==> src/rtl/lsr_ctrl.sv <==
// lsr_ctrl: sequenced left shift register with start/busy/done handshake.
// A start in IDLE loads d and a shift count; the register then shifts left
// one bit per clock, filling from sin and emitting evicted MSBs on sout.
module lsr_ctrl #(
  parameter int WIDTH = 4,
  parameter int CNT_W = 3
) (
  input  logic             clk,
  input  logic             rst,
  input  logic             start,
  input  logic [WIDTH-1:0] d,
  input  logic [CNT_W-1:0] shamt,
  input  logic             sin,
  output logic [WIDTH-1:0] q,
  output logic             sout,
  output logic             busy,
  output logic             done
);

  typedef enum logic [1:0] {
    ST_IDLE  = 2'd0,
    ST_SHIFT = 2'd1,
    ST_DONE  = 2'd2
  } state_t;

  state_t           state_q, state_d;
  logic [WIDTH-1:0] q_q,     q_d;
  logic [CNT_W-1:0] cnt_q,   cnt_d;
  logic             sout_q,  sout_d;
  logic             busy_q,  busy_d;
  logic             done_q,  done_d;

  // Next-state and datapath update; busy/done decode the next state so they
  // move on the same edge as the state register.
  always_comb begin
    state_d = state_q;
    q_d     = q_q;
    cnt_d   = cnt_q;
    sout_d  = sout_q;
    case (state_q)
      ST_IDLE: begin
        if (start) begin
          q_d     = d;
          cnt_d   = shamt;
          state_d = ST_SHIFT;
        end else begin
          state_d = ST_IDLE;
        end
      end
      ST_SHIFT: begin
        if (cnt_q != {CNT_W{1'b0}}) begin
          q_d     = {q_q[WIDTH-2:0], sin};
          sout_d  = q_q[WIDTH-1];
          cnt_d   = cnt_q - {{(CNT_W-1){1'b0}}, 1'b1};
          state_d = ST_SHIFT;
        end else begin
          state_d = ST_DONE;
        end
      end
      ST_DONE: begin
        state_d = ST_IDLE;
      end
      default: begin
        state_d = ST_IDLE;
      end
    endcase
    busy_d = (state_d == ST_SHIFT);
    done_d = (state_d == ST_DONE);
  end

  // State and output registers with synchronous reset that aborts any operation.
  always_ff @(posedge clk) begin
    if (rst) begin
      state_q <= ST_IDLE;
      q_q     <= {WIDTH{1'b0}};
      cnt_q   <= {CNT_W{1'b0}};
      sout_q  <= 1'b0;
      busy_q  <= 1'b0;
      done_q  <= 1'b0;
    end else begin
      state_q <= state_d;
      q_q     <= q_d;
      cnt_q   <= cnt_d;
      sout_q  <= sout_d;
      busy_q  <= busy_d;
      done_q  <= done_d;
    end
  end

  assign q    = q_q;
  assign sout = sout_q;
  assign busy = busy_q;
  assign done = done_q;

endmodule
==> config.mk <==
export PLATFORM = sky130hd
export DESIGN_NAME = lsr_ctrl
export DESIGN_NICKNAME = d
export VERILOG_FILES = /design/src/rtl/lsr_ctrl.sv
export SDC_FILE = /design/constraint.sdc
export NUM_CORES = 1
export LEC_CHECK = 0
export BUFFER_PORTS_ARGS = -buffer_cell sky130_fd_sc_hd__buf_2
export CORE_AREA = 2 2 39 41
export CTS_BUF_LIST = sky130_fd_sc_hd__clkbuf_16
export CTS_CLUSTER_DIAMETER = 120
export DETAILED_ROUTE_END_ITERATION = 7
export DIE_AREA = 0 0 41 43
export GPL_TIMING_DRIVEN = 1
export PLACE_DENSITY_LB_ADDON = 0.05
export RECOVER_POWER = 25
export SYNTH_ARGS = -nofsm -noshare
export SYNTH_HDL_FRONTEND = slang
export SYNTH_SLANG_ARGS = --single-unit
==> constraint.sdc <==
create_clock -name clk -period 2.5 [get_ports clk]
set_clock_uncertainty 0.2 [all_clocks]
set_input_delay 0.125 -clock clk [delete_from_list [all_inputs] [get_ports clk]]
set_output_delay 0.125 -clock clk [all_outputs]
set_load 0.005 [all_outputs]
# == Word-level counts from Yosys, hierarchy flattened ==
# Index checks and enable logic that the tools add are counted.
# op_classes
eq_ne,5
reduce_logical,5
muxes,9
addsub,1
# ops
operator,count
$mux W4,2
$pmux W4 S2,1
$mux W3,2
$pmux W3 S2,1
$eq A2 B1 Y1 const B,2
$ne A2 B2 Y1 const B,2
$pmux W2 S2,1
$reduce_and A3 Y1,1
$reduce_bool A3 Y1,1
$sub A3 B1 Y3 const B,1
$eq A2 B2 Y1 const B,1
$logic_not A2 Y1,1
$mux W2,1
$reduce_and A2 Y1,1
$reduce_bool A2 Y1,1
$mux W1,1
# totals
register_bits,12
inputBits,11
word_cells,26

# == Longest topological paths before layout ==
# depth
word_depth,4
mapped_depth,7

# == Worst setup path after synthesis ==
# Ideal clock, no wire load.
# synth_path
path_kind,register to register
startpoint,reg cnt_q[0]
endpoint,reg q_q[3] (netlist: q[3])
setup_time_ns,0.079
path_buffers,1
required_ns,2.221
synth_period_minus_slack_ns,1.577
setup_slack_ns,0.923
arrival_ns,1.298
path_stages_with_launch,8
path_cell_list,dfxtp_1 > inv_1 > ha_1 > nor2b_2 > a21oi_2 > buf_6 > nor2_1 > a211oi_2
# synth_via
elab_chain_cells,3
# synth_lines
item,line_no,rtl
"start, declared",28,"logic [CNT_W-1:0] cnt_q, cnt_d;"
"start signal, assigned",76,cnt_q <= {CNT_W{1'b0}};
"start signal, assigned",83,cnt_q <= cnt_d;
$reduce_bool A3 Y1,51,if (cnt_q != {CNT_W{1'b0}}) begin
$ne A2 B2 Y1 (no line),n/a,
$reduce_and A3 Y1 (no line),n/a,
"end signal, assigned",75,q_q <= {WIDTH{1'b0}};
"end signal, assigned",82,q_q <= q_d;
"end, declared",27,"logic [WIDTH-1:0] q_q, q_d;"
# Every way passes these cells.
# A chain may end at the register's enable or synchronous reset.

# == Worst setup path in the final report ==
# layout_path
startpoint,reg cnt_q[0]
endpoint,reg cnt_q[1]
# layout_via
elab_chain_cells,3
elab_cells_between_ends,6
cone_classes,1 x add/sub; 1 x eq/ne; 2 x mux; 2 x reduce/logical
# layout_lines
item,line_no
$sub A3 B1 Y3 / $reduce_bool A3 Y1 (equally long branches),"54, 51"
$mux W3 / $ne A2 B2 Y1 (equally long branches),n/a
$pmux W3 S2 / $reduce_and A3 Y1 (equally long branches),n/a
# Parallel ways exist; a longest one is shown, timed or not. The select of a mux whose other input is x is not followed.

==> summary.md <==
| Metric | Value |
|---|---|
| Outcome | finished clean |
| Max-slew headroom | 0.600 |
| DP Cell Count | 88 |
| Critical path data arrival time | ~1.8 ns |
| Row count | 14 |
| Worst Hold End | cnt_q[1]$_SDFFE_PP0P_ |
| Avg WL per Cell | 12.1 um |
| CP max stage cell | a21oi_2 |
| Synthesis-stage register bit count | 12 |
| # setup viols final | 0 |
| Clock Latency Late Sink | 0.24 ns |
| Final Hold Vio Count | 0 |
| Mean Syn Cell Area | a little under 10 sq um |
| Critical-path cell list | inv_1, ha_1, nor2b_2, a21oi_2, nor2_1, a211oi_2 |
| Die height | 43 um |
| Int Pwr | 0.000500 W |
| Reg clk slew, reported paths | 0.04 ns |
| Final Max Tran Viols | 0 |
| CTS H-tree depth | 1 |
| Count of buffers from port buffering | 17 |
| IO Pins | 18 |
| NetSw | approximately 0.00017 W |
| Worst Hold Depth | 2 |
| R2r setup slk | 0.63 ns |
| Num CTS Buffers | 3 |
| Hold slack | 0.0266 ns |
| Worst path bufs/invs | 1 |
| Seq pwr share | 0.357 |
| Syn nets | 71 |
| Post-synthesis instance area | 558 sq um |
| CP Class | flop to flop |
| CTS sink count | 12 |
| Antenna cells | 0 |
| DR vias | 460 |
| Area Overhead vs Synth | 29.4% |
| Largest area contributor in the netlist | dfxtp_1 |
| Grt ovf | 0 |
| Syn Inst Count | 58 |
| Type of origin of the critical path | flop |
| Worst Path Required | 2.46 ns |
| Hold_buf cts | 0 |
| First-pass GRT wire length | about 1.8 mm |
| Layout cells sized above 1 | 0.329 |
| Final nets | 90 |
| Vias in the first global route | roughly 410 |
| Clock network fraction of design power | 0.426 |
| Reg2reg start | cnt_q[0]$_SDFFE_PP0P_ |
| Core ar. | 1380 sq um |
| Post-DP HPWL | around 750 um |
| Commonest cells after routing, fill and taps aside | 17 x buf_2, 12 x dfxtp_1, 7 x nor2_1, 5 x mux2i_1 |
| Reg-to-reg endpoint | cnt_q[1]$_SDFFE_PP0P_ |
| Leakage | 0.330 nW |
| Starting DRT DRC Count | 2 |
| TNS Setup | 0 ns |
| Largest net degree at the start of global routing | 15 |
| Antenna violations before repair | 0 |
| Peak VDD IR | between 400 and 500 uV |
| Drt drc | 0 |
| Critical Path Sink Type | flop |
| Slew of the pin with the lowest slew margin | 0.600 ns |
| Die ar. | 1760 sq um |
| GRT Total Usage | 0.159 |
| Initial Util | 0.403 |
| Hold crit path type | input port to flop |
| Logic pwr share | 0.217 |
| Worst Path Max Fanout | 14 |
| Net Sw Frac | 0.256 |
| Yosys top cell area share | 0.430 |
| Max-cap check violation count | 0 |
| Final wirelength | 1.11 mm |
| GPL Wtd Cong | 0.626 |
| CTS tree | done |
| Crit path max-delay family | compound AO/OA/AOI/OAI gates |
| Finished Layout Cells | just over 90 |
| RSZ-0062 raised after global routing | no |
| Sequential fraction of the synthesis area | 0.430 |
| Fin crit share | 0.748 |
| Max Root-Sink Buffers | 2 |
| Cells resized by post-CTS repair | 0 |
| Drt via density | 5.00 |
| Hold_sp | rst |
| Die X | 41 um |
| Yosys warns | 0 |
| Post-CTS setup buffer count | 0 |
| Post-layout minimum cycle time | between 1.5 and 2 ns |
| R2R cell count | 6 |
| Netlist cell types | 20 |
| Cell Pwr Density | ~930 nW/um^2 |
| Tot Pwr | 0.000672 W |
| Ranking of synthesized cells by area | dfxtp_1 43%, mux2i_1 9.0%, nor2_1 4.7% |
| CP max stage delay | 0.49 ns |
| Post-route ant nets | 0 |
| Fmax | 535 MHz |
| Commonest non-fill, non-tap cell in the layout | buf_2 |
| Root Driver | clkbuf_16 |
| DRT Pass-1 Iters | 3 |
## cells by family (layout without fill, tap and decap cells)
family / Yosys count / after routing / share of synthesized area
adders and majority gates: 2 / 2 / 0.0448
DFF: 12 / 12 / 0.430
AOI/OAI and AO/OA: 14 / 14 / 0.182
buffers and inverters: 5 / 23 / 0.0493
and+or+nand+nor: 19 / 19 / 0.184
muxes: 6 / 6 / 0.110
## final cells by class
class                      instances  area, sq um
fill                             133          662
clock buffer                       3         75.1
tap                               16         20.0
sequential                        12          240
inverter                           2         7.51
clock inverter                     1         3.75
timing repair buffer              17         85.1
multi-input combinational         41          290
## layer usage
| metal | up-vias | track usage | part of all wire |
|---|---|---|---|
| met4 | 0 | 0.0800 | 0.0081 |
| met5 | - | 0 | 0 |
| met1 | 209 | 0.183 | 0.46 |
| li1 | 237 | - | - |
| met3 | 2 | 0.0785 | 0.051 |
| met2 | 12 | 0.234 | 0.48 |
## synthesized netlist by cell type
cell type,n
a211oi_1,3
ha_1,2
buf_2,1
o21bai_1,2
nor2b_1,4
o21ai_0,2
nor2b_2,1
clkbuf_1,1
nor3b_1,3
nand2_1,2
mux2_2,1
inv_1,2
buf_6,1
mux2i_1,5
nand2b_1,2
a211oi_2,2
a21oi_1,4
a21oi_2,1
nor2_1,7
dfxtp_1,12
## worst reg2reg max path, stage by stage, from the launching register on
cell	delay (ns)
dfxtp_1	0.35
inv_1	0.07
ha_1	0.19
nor2b_2	0.19
a21oi_2	0.49
nor2_1	0.12
a211oi_2	0.20
## registers in the layout, summed over array words and instances (netlist names)
signal   flops
q            4
busy         1
cnt_q        3
done         1
state_q      2
sout         1
## stage by stage
stage | setup WS (ns) | utilization | area [sq um]
3_5_place_dp | 0.631 | 0.465 | 643
5_1_grt | 0.396 | 0.522 | 722
4_1_cts | 0.592 | 0.522 | 722
3_3_place_gp | 0.686 | 0.465 | 643
2_1_floorplan | 0.923 | - | 558
6_report | 0.629 | 0.522 | 722
## power by group through the flow
stage          Combinational, W  Sequential, W  Clock, W
2_1_floorplan          0.000111       0.000242         0
3_3_place_gp           0.000145       0.000243         0
3_5_place_dp           0.000148       0.000242         0
4_1_cts                0.000149       0.000240  0.000294
5_1_grt                0.000167       0.000243  0.000308
6_report               0.000146       0.000240  0.000287
## worst max-delay path by stage
stage | from | endpoint | depth (start not counted)
floorplan | cnt_q[0]$_SDFFE_PP0P_ | q[3]$_SDFFE_PP0P_ | 7
CTS | cnt_q[0]$_SDFFE_PP0P_ | cnt_q[1]$_SDFFE_PP0P_ | 6
finish | cnt_q[0]$_SDFFE_PP0P_ | cnt_q[1]$_SDFFE_PP0P_ | 6
global route | cnt_q[0]$_SDFFE_PP0P_ | q[0]$_SDFFE_PP0P_ | 6
global placement | cnt_q[0]$_SDFFE_PP0P_ | q[3]$_SDFFE_PP0P_ | 6
detailed placement | cnt_q[0]$_SDFFE_PP0P_ | q[2]$_SDFFE_PP0P_ | 6
Note: power is estimated with default switching activity, not from simulation.
